`config.mk`:
```
export PLATFORM = sky130hd
export DESIGN_NAME = dm_timer_responder_flat
export DESIGN_NICKNAME = d
export VERILOG_FILES = /design/src/rtl/dm_timer_responder_if.sv /design/src/rtl/dm_timer_responder.sv /design/src/flat_wrapper.sv
export SDC_FILE = /design/constraint.sdc
export NUM_CORES = 1
export LEC_CHECK = 0
export BUFFER_PORTS_ARGS = -buffer_cell sky130_fd_sc_hd__buf_2
export CAP_MARGIN = 15
export CORE_UTILIZATION = 30
export DETAILED_ROUTE_END_ITERATION = 10
export MAX_ROUTING_LAYER = met4
export SETUP_SLACK_MARGIN = 0.05
export SLEW_MARGIN = 20
export SYNTH_ARGS = -nofsm -noshare
export SYNTH_HDL_FRONTEND = slang
export SYNTH_SLANG_ARGS = --single-unit
```
`constraint.sdc`:
```
create_clock -name clk -period 2.12 [get_ports clk]
set_input_delay 0.212 -clock clk [delete_from_list [all_inputs] [get_ports clk]]
set_output_delay 0.212 -clock clk [all_outputs]
set_load 0.02 [all_outputs]
```
`src/rtl/dm_timer_responder_if.sv`:
```
// Data-memory style bus between the core (master) and the timer responder (slave).
interface dm_timer_responder_if #(
    parameter int ADDR_W = 8
);
    logic              request;
    logic              we_re;
    logic              load;
    logic [ADDR_W-1:0] address;
    logic [31:0]       data_in;
    logic [3:0]        mask;
    logic              valid;
    logic [31:0]       data_out;

    modport master (
        output request, we_re, load, address, data_in, mask,
        input  valid, data_out
    );

    modport slave (
        input  request, we_re, load, address, data_in, mask,
        output valid, data_out
    );
endinterface

```
`src/rtl/dm_timer_responder.sv`:
```
// Memory-mapped 64-bit timer with compare interrupt on the data-memory bus.
// Define TIMER_PRESCALE_EN to build the PRESCALE register and prescale counter.
//
// state  | meaning
// IDLE   | waiting for request; captures the transaction
// WAIT   | counting down the configured wait states
// RESP   | valid=1, read data driven, write applied at the closing edge
module dm_timer_responder #(
    parameter int WAIT_STATES = 1,
    parameter int ADDR_W      = 8
) (
    input  logic                clk,
    input  logic                rst,
    dm_timer_responder_if.slave bus,
    output logic                timer_irq
);
    typedef enum logic [1:0] {S_IDLE, S_WAIT, S_RESP} state_t;

    localparam logic [ADDR_W-1:0] A_CTRL   = ADDR_W'(0);
    localparam logic [ADDR_W-1:0] A_PS     = ADDR_W'(1);
    localparam logic [ADDR_W-1:0] A_TLO    = ADDR_W'(2);
    localparam logic [ADDR_W-1:0] A_THI    = ADDR_W'(3);
    localparam logic [ADDR_W-1:0] A_CLO    = ADDR_W'(4);
    localparam logic [ADDR_W-1:0] A_CHI    = ADDR_W'(5);
    localparam logic [ADDR_W-1:0] A_STATUS = ADDR_W'(6);
    localparam logic [3:0] WS_LOAD = (WAIT_STATES > 0) ? 4'(WAIT_STATES - 1) : 4'd0;

    state_t            state_q;
    logic [3:0]        wait_q;
    logic [ADDR_W-1:0] addr_q;
    logic              we_q;
    logic [31:0]       wdata_q;
    logic [3:0]        mask_q;
    logic              valid_q;

    logic              en_q, en_d;
    logic [63:0]       time_q, time_d;
    logic [63:0]       cmp_q, cmp_d;
    logic              irq_q;
    logic              tick;
    logic [63:0]       time_inc;
    logic [15:0]       ps_rd;
    logic [31:0]       rdata;
    logic              wr_now, wr_ctrl, wr_tlo, wr_thi, wr_clo, wr_chi;
    logic              unused_load;

    function automatic logic [31:0] merge_bytes(input logic [31:0] old_v,
                                                input logic [31:0] new_v,
                                                input logic [3:0]  be);
        logic [31:0] r;
        r = old_v;
        for (int i = 0; i < 4; i++) begin
            if (be[i]) r[8*i +: 8] = new_v[8*i +: 8];
        end
        return r;
    endfunction

    always_ff @(posedge clk or negedge rst) begin
        if (!rst) begin
            state_q <= S_IDLE;
            wait_q  <= '0;
            addr_q  <= '0;
            we_q    <= 1'b0;
            wdata_q <= '0;
            mask_q  <= '0;
            valid_q <= 1'b0;
        end else begin
            valid_q <= 1'b0;
            unique case (state_q)
                S_IDLE: begin
                    if (bus.request) begin
                        addr_q  <= bus.address;
                        we_q    <= bus.we_re;
                        wdata_q <= bus.data_in;
                        mask_q  <= bus.mask;
                        if (WAIT_STATES > 0) begin
                            state_q <= S_WAIT;
                            wait_q  <= WS_LOAD;
                        end else begin
                            state_q <= S_RESP;
                            valid_q <= 1'b1;
                        end
                    end
                end
                S_WAIT: begin
                    if (wait_q == 4'd0) begin
                        state_q <= S_RESP;
                        valid_q <= 1'b1;
                    end else begin
                        wait_q <= wait_q - 4'd1;
                    end
                end
                S_RESP:  state_q <= S_IDLE;
                default: state_q <= S_IDLE;
            endcase
        end
    end

    // Register writes land on the edge that closes the RESP cycle.
    assign wr_now  = valid_q && we_q;
    assign wr_ctrl = wr_now && (addr_q == A_CTRL);
    assign wr_tlo  = wr_now && (addr_q == A_TLO);
    assign wr_thi  = wr_now && (addr_q == A_THI);
    assign wr_clo  = wr_now && (addr_q == A_CLO);
    assign wr_chi  = wr_now && (addr_q == A_CHI);

`ifdef TIMER_PRESCALE_EN
    logic [15:0] prescale_q;
    logic [15:0] pcnt_q;
    logic        wr_ps;
    logic        restart;

    assign wr_ps   = wr_now && (addr_q == A_PS);
    assign restart = (wr_ctrl && mask_q[0]) || (wr_ps && (|mask_q[1:0]));
    assign tick    = en_q && (pcnt_q == prescale_q);
    assign ps_rd   = prescale_q;

    always_ff @(posedge clk or negedge rst) begin
        if (!rst) begin
            prescale_q <= '0;
            pcnt_q     <= '0;
        end else begin
            if (wr_ps && mask_q[0]) prescale_q[7:0]  <= wdata_q[7:0];
            if (wr_ps && mask_q[1]) prescale_q[15:8] <= wdata_q[15:8];
            if (restart || !en_q || tick) pcnt_q <= '0;
            else                          pcnt_q <= pcnt_q + 16'd1;
        end
    end
`else
    assign tick  = en_q;
    assign ps_rd = '0;
`endif

    assign time_inc = time_q + 64'(tick);

    // Written bytes override the increment that happens on the same edge.
    always_comb begin
        time_d = time_inc;
        if (wr_tlo) time_d[31:0]  = merge_bytes(time_inc[31:0], wdata_q, mask_q);
        if (wr_thi) time_d[63:32] = merge_bytes(time_inc[63:32], wdata_q, mask_q);
        cmp_d = cmp_q;
        if (wr_clo) cmp_d[31:0]  = merge_bytes(cmp_q[31:0], wdata_q, mask_q);
        if (wr_chi) cmp_d[63:32] = merge_bytes(cmp_q[63:32], wdata_q, mask_q);
        en_d = en_q;
        if (wr_ctrl && mask_q[0]) en_d = wdata_q[0];
    end

    always_ff @(posedge clk or negedge rst) begin
        if (!rst) begin
            en_q   <= 1'b0;
            time_q <= '0;
            cmp_q  <= '1;
            irq_q  <= 1'b0;
        end else begin
            en_q   <= en_d;
            time_q <= time_d;
            cmp_q  <= cmp_d;
            irq_q  <= en_q && (time_q >= cmp_q);
        end
    end

    always_comb begin
        rdata = '0;
        case (addr_q)
            A_CTRL:   rdata = {31'b0, en_q};
            A_PS:     rdata = {16'b0, ps_rd};
            A_TLO:    rdata = time_q[31:0];
            A_THI:    rdata = time_q[63:32];
            A_CLO:    rdata = cmp_q[31:0];
            A_CHI:    rdata = cmp_q[63:32];
            A_STATUS: rdata = {31'b0, irq_q};
            default:  rdata = '0;
        endcase
    end

    assign bus.valid    = valid_q;
    assign bus.data_out = valid_q ? rdata : '0;
    assign timer_irq    = irq_q;
    assign unused_load  = bus.load;
endmodule

```
`src/flat_wrapper.sv`:
```
// flat-port wrapper written by rule: the top's interface ports become plain ports
module dm_timer_responder_flat 
#(
    parameter int WAIT_STATES = 1,
    parameter int ADDR_W      = 8
)
  (clk, rst, timer_irq, bus_request, bus_we_re, bus_load, bus_address, bus_data_in, bus_mask, bus_valid, bus_data_out);
  dm_timer_responder_if #(.ADDR_W(ADDR_W)) bus_i ();
  input  logic clk;
  input  logic rst;
  output logic timer_irq;
  input wire logic [$bits(bus_i.request)-1:0] bus_request;
  input wire logic [$bits(bus_i.we_re)-1:0] bus_we_re;
  input wire logic [$bits(bus_i.load)-1:0] bus_load;
  input wire logic [$bits(bus_i.address)-1:0] bus_address;
  input wire logic [$bits(bus_i.data_in)-1:0] bus_data_in;
  input wire logic [$bits(bus_i.mask)-1:0] bus_mask;
  output wire logic [$bits(bus_i.valid)-1:0] bus_valid;
  output wire logic [$bits(bus_i.data_out)-1:0] bus_data_out;
  assign bus_i.request = bus_request;
  assign bus_i.we_re = bus_we_re;
  assign bus_i.load = bus_load;
  assign bus_i.address = bus_address;
  assign bus_i.data_in = bus_data_in;
  assign bus_i.mask = bus_mask;
  assign bus_valid = bus_i.valid;
  assign bus_data_out = bus_i.data_out;
  dm_timer_responder #(.WAIT_STATES(WAIT_STATES), .ADDR_W(ADDR_W)) u_core (.clk(clk), .rst(rst), .bus(bus_i), .timer_irq(timer_irq));
endmodule
```
# After elaboration in Yosys (flattened, before gate mapping)
# Cells that the tools add are included.
[totals] ram_bits=0 regBits=182 latch_bits=0 elab_cells=73 output_inout_bits=34 input_bits=49 romBits=0 n_memories=0
[classes] reduce_logical=23 n_bitwise=0 n_eq_ne=9 n_div=0 magnitude_cmp=1 addsub=2 mul=0 n_mux=20 n_shift=0
[op_table] cell="32-bit one-hot mux with 6 select lines" count=1
[op_table] cell="32-bit 2-to-1 mux" count=3
[op_table] cell="64-bit by 1-bit adder with 64-bit output" count=1
[op_table] cell="64-bit >= comparator" count=1
[op_table] cell="8-bit 2-to-1 mux" count=8
[op_table] cell="8-bit by 3-bit equality test with 1-bit output, second input constant" count=3
[op_table] cell="2-bit AND reduction" count=10
[op_table] cell="8-bit by 2-bit equality test with 1-bit output, second input constant" count=2
[op_table] cell="1-bit logical AND" count=8
[op_table] cell="8-bit logical NOT" count=1
[op_table] cell="4-bit 2-to-1 mux" count=2
[op_table] cell="4-bit one-hot mux with 2 select lines" count=1
[op_table] cell="4-bit logical NOT" count=1
[op_table] cell="2-bit 2-to-1 mux" count=2
[op_table] cell="2-bit inequality test, second input constant" count=2
[op_table] cell="2-bit one-hot mux with 2 select lines" count=1
[op_table] cell="4-bit by 1-bit subtractor with 4-bit output, second input constant" count=1
[op_table] cell="3-bit AND reduction" count=1
[op_table] cell="2-bit by 1-bit equality test with 1-bit output, second input constant" count=1
[op_table] cell="2-bit logical NOT" count=1
[op_table] cell="1-bit 2-to-1 mux" count=2
[op_table] cell="2-bit by 1-bit inequality test with 1-bit output, second input constant" count=1
[op_table] cell="2-bit nonzero test" count=1

# Logic depth before layout (Yosys ltp)
# Gate-level depths: netlist (run 1).
[logic_depth] depth_word=3 ltp_mapped=9

# Worst setup path after synthesis (run 1)
# No wires, ideal clock.
[synth_path] path_type="reg-to-output" from="reg u_core.addr_q[3]" to="out bus_data_out[0]" arrival_time_ns=2.239 required_ns=1.908 path_buffers=2 path_stages_with_launch=8 slack_ns=-0.331 cell_sequence="dfrtp_1 > or4_1 > nor2_1 > and3_1 > buf_2 > buf_1 > nand2_1 > a21boi_0"
[synth_between] elab_chain_cells=3
[synth_rtl] element="start: declaration" line_no="dm_timer_responder.sv:30" text="logic [ADDR_W-1:0] addr_q;"
[synth_rtl] element="start signal: assignment" line_no="dm_timer_responder.sv:72" text="addr_q <= bus.address;"
[synth_rtl] element="8-bit by 3-bit equality test with 1-bit output (tied with other cells)" line_no="dm_timer_responder.sv:164" text="case (addr_q)"
[synth_rtl] element="32-bit one-hot mux with 6 select lines *" line_no="dm_timer_responder.sv:164"
[synth_rtl] element="32-bit 2-to-1 mux *" line_no="dm_timer_responder.sv:177" text="assign bus.data_out = valid_q ? rdata : '0;"
[synth_rtl] element="end: declaration" line_no="flat_wrapper.sv:19" text="output wire logic [$bits(bus_i.data_out)-1:0] bus_data_out;"
# Mark *: on every way between the ends. The rest lies on a longest branch, timed or not.

# Worst setup path in the final report (run 1)
[layout_path] from="reg u_core.addr_q[3]" to="out bus_data_out[31]"
# The elaborated chain is that of the path after synthesis.

==> results of run 1 <==
sequential cells by signal, summed over array words and instances, names as in the netlist:
signal	flops
u_core.cmp_q	64
u_core.time_q	64
u_core.wdata_q	32
u_core.addr_q	8
u_core.mask_q	4
u_core.wait_q	4
u_core.state_q	2
u_core.bus.valid	1
u_core.en_q	1
u_core.timer_irq	1
u_core.we_q	1
placed cells by master, fill, tap and decap left out, types with 5 or more instances in the layout:
master,instances
a21oi_1,73
nand3_2,10
inv_2,5
buf_4,121
xnor2_1,14
a21oi_2,35
o21ai_0,82
buf_12,12
dfrtp_1,118
buf_2,48
ha_4,7
nand3_1,26
a21o_1,6
nor2_1,53
inv_1,66
and3_1,11
ha_1,60
nor2_2,23
nor2_4,11
a22oi_1,26
xor2_1,46
nand2_1,108
mux2_2,49
a22oi_2,38
dlygate4sd3_1,43
buf_6,47
clkbuf_16,19
dfstp_2,64
nand2_2,5
nand4_1,34
final cells by class:
| class | instances | share of cell area, % |
|---|---|---|
| Timing Repair Buffer | 276 | 17.1 |
| Tap cell | 448 | 3.87 |
| Sequential cell | 182 | 32.0 |
| Clock inverter | 12 | 0.976 |
| Multi-Input combinational cell | 789 | 41.0 |
| Clock buffer | 20 | 3.15 |
| Inverter | 71 | 1.84 |
repair_timing:
action	4_1_cts	5_1_grt
hold endpoints to repair	68	0
setup buffers	14	5
endpoints found under the setup margin	117	161
pin swaps	50	26
gates resized for setup	103	94
cloned	4	4
hold buffers	43	0
per-stage QoR:
| stage | hold WS [ns] | util, % | power, mW |
|---|---|---|---|
| after floorplan | -0.0836 | - | 6.37 |
| after global placement | 0.180 | 37.0 | 7.53 |
| after detailed placement | 0.183 | 37.0 | 7.58 |
| after CTS | 0.0000664 | 41.7 | 11.1 |
| after global routing | 0.00296 | 43.1 | 11.8 |
| final | 0.0124 | 43.1 | 11.2 |
power by group through the flow:
stage | combinational (mW) | clock (mW) | sequential [mW]
after detailed placement | 2.48 | 0 | 5.10
final | 2.75 | 3.29 | 5.13
after CTS | 2.64 | 3.38 | 5.07
after global routing | 3.04 | 3.51 | 5.23
after floorplan | 1.61 | 0 | 4.75
after global placement | 2.43 | 0 | 5.10
worst max path at each step:
stage | end | cells past startpoint
after floorplan | bus_data_out[19] | 7
after detailed placement | u_core.time_q[40]$_DFF_PN0_ | 9
after global placement | u_core.time_q[40]$_DFF_PN0_ | 9
after CTS | bus_data_out[1] | 7
after global routing | bus_data_out[24] | 8
final | bus_data_out[31] | 7
routing by layer:
metal  part of all wire (%)  wire length (um)  vias to the layer above
li1                       -                 -                     4342
met1                     47             14900                     4419
met2                     47             14900                      203
met3                    3.6              1130                       42
met4                    1.9               612                        0
met5                      0                 0                        -
cells by family (layout without fill, tap and decap cells):
| logic type | count (synthesis) | after routing | share of synthesized area (%) |
|---|---|---|---|
| AND/OR/NAND/NOR | 331 | 333 | 15.6 |
| flip-flops | 182 | 182 | 45.1 |
| AO/OA/AOI/OAI | 276 | 276 | 15.5 |
| XOR/XNOR | 62 | 62 | 5.28 |
| buffers and inverters | 120 | 379 | 4.63 |
| adder cells (fa/ha/maj) | 67 | 67 | 8.16 |
| multiplexers | 51 | 51 | 5.69 |
==> impl_results.md, run 1 <==
* Worst-path clk slew at 0.07 ns
* Worst-Margin Slew at 0.487 ns
* WP buf/inv at 2
* Max-cap viol count at 0
* Remaining global-route overflow at 0
* # nets final at 1453
* Clk_lat worst skew at 0.45 ns
* Final setup violating endpoints at 109
* Worst min-delay path category: primary input to flop
* Hold Crit Start: bus_data_in[14]
* Antenna violations before repair at 0
* Pre-CTS setup slack at -0.196 ns
* Post-DP HPWL at 21700 um
* Layout Skew at 0.0143 ns
* Grt met3 use at 2.59%
* Yosys warning count at 0
* Max clock buf depth at 2
* Total GRT Usage at 18.6%
* Post-synth top cells: dfrtp_1, nand2_1, a21oi_1
* Tcrit/Tclk final at 128%
* Cell with the most instances after synthesis: dfrtp_1
* Unique masters post-synth at 47
* H-tree Lvls at 4
* TritonCTS Buffers at 17
* Register area at 4630 um^2
* Root buf cell: clkbuf_16
* Final Instance Count excl. Fillers at 1798
* Syn Area/Cell at 9.44 um^2
* Worst setup EP type: output pin
* Gpl congestion at 0.853
* Grt met1 use at 24.9%
* Post-synth top area share at 28.7%
* Die footprint at 35000 um^2
* Fmax at 369 MHz
* Critical register-to-register path endpoint: u_core.time_q[33]$_DFF_PN0_
* Syn Nets at 1205
* Max FO, Critical Path at 9
* FFs w/ async S/R, synth at 100%
* Lkg Pwr at 5.91 nW
* Primary FF master, synth: dfrtp_1
* DR vias/cell at 5.01
* Failing checks: setup timing
* Number of synthesized flops with an enable pin at 0
* Post-Syn Area at 10300 um^2
* GRT Max-Usage Layer: met2
* Min Tclk post-route at 2.71 ns
* Area contributors post-synth: dfrtp_1, dfstp_2, ha_1
* Fill count at 3203
* Sequential area share after synthesis at 45.1%
* CTS tree: built
* Clock power share at 29.5%
* Drt wl/cell at 17.5 um
* CTS Sinks at 182
* Largest net degree at the start of global routing at 52
* Reg2reg setup slack at -0.23 ns
* Placed cell area at 12400 um^2
* Seq pwr share at 45.9%
* Die X-Extent at 187 um
* Delay-heaviest family, CP: simple AND/OR/NAND/NOR gates
* Synthesis-to-layout area growth at 40.9%
* Top Ports at 83
* Startpoint Class: flop
* Final TNS setup at -23.55 ns
* First-pass DRT Iterations at 5
* Fin. max-slew vios at 0
* Area taken by multi-input logic gates at 5940 um^2
* Sw power at 3.76 mW
* Initial Util at 30.6%
* Antenna Violating Nets Remaining at 0
* Kind of critical path: flop to output pin
* Global-route wire length before repair at 49200 um
* Peak supply drop at 0.538 mV
* DRC at 0
* Crit-path cells: or4_4 -> nor2_4 -> and3_4 -> clkbuf_16 -> a22oi_2 -> a21oi_2 -> buf_4
* Total Wirelength at 31500 um
* CP arrival at 2.50 ns
* Layout cells sized above 1 at 40.6%
* Placed insts at 1698
* Num rows at 67
* CP max stage cell: or4_4
* RSZ-0062 raised after global routing: yes
* Cell count after synthesis at 1089
* Register bit total from synthesis at 182
* CP startpoint: u_core.addr_q[3]$_DFFE_PN0P_
* Design area at 14500 um^2
* Core Area at 33600 um^2
* Crit Reg-Reg Startpoint: u_core.addr_q[3]$_DFFE_PN0P_
* Setup ws final at -0.593 ns
* Status: finished with violations
* Vias in the first global route at 8979
* Slew headroom at 67.3%
* Hold Crit Depth at 2
* Switching portion of total power at 33.6%
* Post-synth top area cell: dfrtp_1
* CP peak stage delay at 0.58 ns
* WHS Endpoint: u_core.wdata_q[14]$_DFFE_PN0P_
* Port bufs at 81
* Vias after detailed routing at 9006
* Pint at 7.42 mW
* PD cells at 772 nW/um^2
* GRT met2 Usage at 29.2%
* Combinational fraction of design power at 24.6%
* Die H at 187 um
* DRC marker count from the first detailed-route iteration at 558
* Critical Path RT at 1.91 ns
* R2R depth at 10
* Final Hold Viols at 0
* Diode count at 0
(Power assumes the default switching activity.)
==> run 2: changes to the inputs <==
--- a/config.mk
+++ b/config.mk
@@ -10,6 +10,7 @@
 export CORE_UTILIZATION = 30
 export DETAILED_ROUTE_END_ITERATION = 10
 export MAX_ROUTING_LAYER = met4
+export RECOVER_POWER = 50
 export SETUP_SLACK_MARGIN = 0.05
 export SLEW_MARGIN = 20
 export SYNTH_ARGS = -nofsm -noshare
==> run 2 against run 1 <==
The run still ends with setup timing left; clock skew up 0.0018 ns; sequential power about the same; flip-flop and latch count unchanged; critical path depth unchanged; first-iteration DRC count up 5.9%; clock-buffer cell count unchanged; register-to-register slack about the same; worst setup slack better by 0.0047 ns; non-clock buffer count unchanged; final area down 0.27%; global-route usage unchanged; wire length down 0.16%.
==> impl_results.md, run 2 (synthesized netlist as in run 1, its figures left out) <==
* Status: finished with violations
* Failing checks: setup timing
* Pre-CTS setup slack at -0.196 ns
* Core Area at 33600 um^2
* CP startpoint: u_core.addr_q[3]$_DFFE_PN0P_
* Worst-Margin Slew at 1.21 ns
* H-tree Lvls at 4
* # nets final at 1453
* Layout Skew at 0.0162 ns
* Num rows at 67
* Worst min-delay path category: primary input to flop
* PD cells at 772 nW/um^2
* Final TNS setup at -23.07 ns
* Fin. max-slew vios at 0
* Critical Path RT at 1.91 ns
* CP arrival at 2.50 ns
* Top Registers: u_core.cmp_q (64), u_core.time_q (64), u_core.wdata_q (32)
* Max-cap viol count at 0
* Worst-path clk slew at 0.07 ns
* Max FO, Critical Path at 9
* Max clock buf depth at 2
* Synthesis-to-layout area growth at 40.6%
* Fill count at 3207
* Most frequent cells in the layout: buf_4, dfrtp_1, nand2_1
* Layout cells sized above 1 at 40.6%
* First-pass DRT Iterations at 5
* RSZ-0062 raised after global routing: yes
* Gpl congestion at 0.853
* Commonest non-fill, non-tap cell in the layout: buf_4
* Total GRT Usage at 18.6%
* Setup ws final at -0.588 ns
* Drt wl/cell at 17.5 um
* Total Wirelength at 31400 um
* Port bufs at 81
* Post-DP HPWL at 21700 um
* Top Ports at 83
* Placed insts at 1698
* CTS Sinks at 182
* Slew headroom at 19.6%
* DRC at 0
* Root buf cell: clkbuf_16
* Fmax at 369 MHz
* Final Hold Viols at 0
* Grt met3 use at 2.59%
* GRT met2 Usage at 29.2%
* Final Instance Count excl. Fillers at 1798
* Initial Util at 30.6%
* Remaining global-route overflow at 0
* Final setup violating endpoints at 98
* Grt met1 use at 24.9%
* DRC marker count from the first detailed-route iteration at 591
* Vias after detailed routing at 9039
* Placed cell area at 12400 um^2
* Diode count at 0
* Antenna Violating Nets Remaining at 0
* Hold Crit Start: bus_data_in[14]
* Antenna violations before repair at 0
* Tcrit/Tclk final at 128%
* Startpoint Class: flop
* Kind of critical path: flop to output pin
* WHS at 0.0133 ns
* Worst setup EP type: output pin
* Crit Reg-Reg Startpoint: u_core.addr_q[3]$_DFFE_PN0P_
* Clk_lat worst skew at 0.45 ns
* Design area at 14400 um^2
* Min Tclk post-route at 2.71 ns
* TritonCTS Buffers at 17
* CTS tree: built
* DR vias/cell at 5.03
* Vias in the first global route at 8979
* Total Power at 11.2 mW
* Die H at 187 um
* Largest net degree at the start of global routing at 52
* Die footprint at 35000 um^2
* Die X-Extent at 187 um
* Lkg Pwr at 5.90 nW
* Peak supply drop at 0.537 mV
* Core Util, Final at 43.0%
* Global-route wire length before repair at 49200 um
* GRT Max-Usage Layer: met2
-- run 2: changes by cell type in the layout (fill, tap and decap cells not counted), sizes merged --
| cell | delta |
|---|---|
| clkbuf | +5 |
| buf | -5 |
-- run 2: layout make-up --
cell class	count	area [um^2]	share of cell area [%]
clock buffer	20	457	3.16
sequential	182	4630	32.1
timing repair buffer	276	2440	16.9
tap	448	561	3.88
clock inverter	12	141	0.979
multi-input combinational	789	5940	41.1
inverter	71	267	1.85
-- run 2: report_power, final --
| part | switching (mW) | internal (mW) | leakage [nW] | total, mW |
|---|---|---|---|---|
| registers | 0.973 | 4.15 | 2.20 | 5.12 |
| clock network | 1.47 | 1.82 | 0.282 | 3.29 |
| logic | 1.30 | 1.44 | 3.42 | 2.74 |
-- run 2: final timing paths --
check,to,slack [ns],cells after the start
worst max-delay path,bus_data_out[31],-0.59,7
worst min-delay path,u_core.wdata_q[14]$_DFFE_PN0P_,0.01,2
worst max register to register,u_core.time_q[33]$_DFF_PN0_,-0.23,10
worst min register to register,u_core.wait_q[0]$_DFFE_PN0P_,0.50,1
max in group asynchronous,u_core.wdata_q[25]$_DFFE_PN0P_,0.26,3
min in group asynchronous,u_core.time_q[3]$_DFF_PN0_,0.55,2
-- run 2: worst max-delay path, cell delays in order, from the launching register on --
cell	delay [ns]
dfrtp_1	0.38
or4_4	0.58
nor2_4	0.13
and3_4	0.29
clkbuf_16	0.21
a22oi_2	0.09
a21oi_2	0.19
buf_4	0.17
-- run 2: per-layer routing --
metal / wire (um) / vias to the layer above
met5: 0 / -
met4: 618 / 0
met3: 1300 / 43
met2: 14900 / 230
met1: 14600 / 4427
li1: - / 4339
-- run 2: repair_timing --
item                       in CTS  in global routing
cloned                          4                  4
pin swaps                      50                 26
gates resized for setup       103                 94
hold endpoints to repair       68                  0
hold buffers                   43                  0
setup endpoints to repair     117                161
setup buffers                  14                  5
==> run 3: changes to the inputs <==
--- a/config.mk
+++ b/config.mk
@@ -7,9 +7,10 @@
 export LEC_CHECK = 0
 export BUFFER_PORTS_ARGS = -buffer_cell sky130_fd_sc_hd__buf_2
 export CAP_MARGIN = 15
-export CORE_UTILIZATION = 30
+export CORE_UTILIZATION = 55
 export DETAILED_ROUTE_END_ITERATION = 10
 export MAX_ROUTING_LAYER = met4
+export PLACE_DENSITY = 0.77
 export RECOVER_POWER = 50
 export SETUP_SLACK_MARGIN = 0.05
 export SLEW_MARGIN = 20
==> run 3 against run 2 <==
The run ends with DRC, setup timing left; combinational power fell by 2%; final area fell by 3.7%; wire length rose by 3.4%; critical path depth did not move; via count rose by 6.7%; sequential power barely moved; highest routed layer unchanged.
==> impl_results.md, run 3 (synthesized netlist as in run 1, its figures left out) <==
* WP buf/inv at 2
* Final Hold Viols at 0
* Area taken by multi-input logic gates at 5900 um^2
* Setup ws final at -0.550 ns
* Root buf cell: clkbuf_16
* Kind of critical path: flop to output pin
* Peak supply drop at 0.939 mV
* Largest net degree at the start of global routing at 55
* R2R depth at 8
* Diode count at 0
* Remaining global-route overflow at 0
* Post-DP HPWL at 19400 um
* CP arrival at 2.46 ns
* Die H at 139 um
* Drt wl/cell at 20.9 um
* Placed cell area at 12100 um^2
* Num rows at 49
* Commonest non-fill, non-tap cell in the layout: dfrtp_1
* Design area at 13900 um^2
* Crit-path cells: or4_4 -> nor3_4 -> and2_4 -> buf_12 -> a22oi_2 -> a21oi_2 -> buf_4
* Vias after detailed routing at 9649
* Critical Path RT at 1.91 ns
* # nets final at 1431
* Most frequent cells in the layout: dfrtp_1, buf_4, nand2_1
* Fin. max-slew vios at 0
* Pre-CTS setup slack at -0.191 ns
* Global-route wire length before repair at 48500 um
* Vias in the first global route at 9374
* CTS tree: built
* TritonCTS Buffers at 17
* Initial Util at 56.6%
* Worst min-delay path category: primary input to flop
* CP max stage cell: or4_4
* DR vias/cell at 6.20
* CTS Sinks at 182
* Total Wirelength at 32500 um
* H-tree Lvls at 4
* CP peak stage delay at 0.57 ns
* Layout Skew at 0.00940 ns
* Die X-Extent at 139 um
* Fill count at 1107
* DRC marker count from the first detailed-route iteration at 1182
* Die footprint at 19200 um^2
* Fmax at 375 MHz
* Max FO, Critical Path at 15
* RSZ-0062 raised after global routing: yes
* Max-cap viol count at 0
* Min Tclk post-route at 2.67 ns
* Status: finished with violations
* Startpoint Class: flop
* Worst-path clk slew at 0.07 ns
* Slew headroom at 5.82%
* Total Power at 11.0 mW
* Antenna violations before repair at 0
* Hold Crit Depth at 2
* Total GRT Usage at 33.2%
* Lkg Pwr at 5.83 nW
* First-pass DRT Iterations at 9
* Critical path depth at 7
* Failing checks: DRC, setup timing
* Core Util, Final at 76.6%
* Antenna Violating Nets Remaining at 0
* Register area at 4630 um^2
* Final setup violating endpoints at 77
* Core Area at 18100 um^2
* Delay-heaviest family, CP: simple AND/OR/NAND/NOR gates
* Layout cells sized above 1 at 39.0%
* Gpl congestion at 0.886
* PD cells at 793 nW/um^2
* Worst-Margin Slew at 1.41 ns
* Synthesis-to-layout area growth at 35.4%
* Max clock buf depth at 2
* Tcrit/Tclk final at 126%
* Clk_lat worst skew at 0.44 ns
* Top Ports at 83
* Top Registers: u_core.cmp_q (64), u_core.time_q (64), u_core.wdata_q (32)
* Port bufs at 81
* Worst setup EP type: output pin
* DRC at 6
run 3: final timing paths:
path	start	endpoint	slack (ns)
max in group asynchronous	rst	u_core.cmp_q[46]$_DFFE_PN1P_	0.22
worst min register to register	u_core.wait_q[0]$_DFFE_PN0P_	u_core.wait_q[0]$_DFFE_PN0P_	0.51
min in group asynchronous	rst	u_core.wdata_q[2]$_DFFE_PN0P_	0.64
worst max-delay path	u_core.addr_q[7]$_DFFE_PN0P_	bus_data_out[15]	-0.55
worst max register to register	u_core.en_q$_DFFE_PN0P_	u_core.time_q[58]$_DFF_PN0_	-0.37
worst min-delay path	bus_data_in[16]	u_core.wdata_q[16]$_DFFE_PN0P_	0.007
run 3: what timing repair did:
action	4_1_cts	5_1_grt
buffers inserted	16	12
pin swaps	33	57
resized for setup	92	101
setup endpoints to repair	113	160
endpoints found under the hold margin	61	0
hold buffers	31	0
gates cloned	5	6
run 3: cell type report:
| cell class | count | area share (%) |
|---|---|---|
| clock buffers | 19 | 3.26 |
| flip-flops and latches | 182 | 33.3 |
| multi-input cells | 789 | 42.4 |
| well taps | 229 | 2.06 |
| inverters | 71 | 1.93 |
| repair buffers | 254 | 16.1 |
| clock inverters | 13 | 0.945 |
run 3: report_power, final:
group	total, mW	internal, mW	switching, mW
combinational	2.68	1.35	1.32
sequential	5.15	4.15	1.01
clock	3.20	1.79	1.42
total	11.0	7.29	3.75
run 3: worst register-to-register path: cells and delay by family, from the launching register on:
family	cells	cell delay, ns
simple gates	5	1.46
flops	1	0.42
compound gates	1	0.21
fa+ha+maj	2	0.32
run 3: per-layer routing:
| metal | global-route usage, % | vias up | routed length (um) |
|---|---|---|---|
| met4 | 14.6 | 0 | 1250 |
| li1 | - | 4314 | - |
| met2 | 51.7 | 492 | 15700 |
| met5 | - | - | 0 |
| met1 | 43.3 | 4723 | 13000 |
| met3 | 4.80 | 120 | 2490 |
run 3: stage by stage:
step	TNS [ns]	hold slack, ns	std cells
after floorplan	-0.854	-0.0836	1089
after global placement	-4.04	0.216	1463
after detailed placement	-7.04	0.221	1463
after CTS	-19.50	0.000992	1545
after global routing	-32.99	0.00613	1557
final	-23.73	0.00652	1557
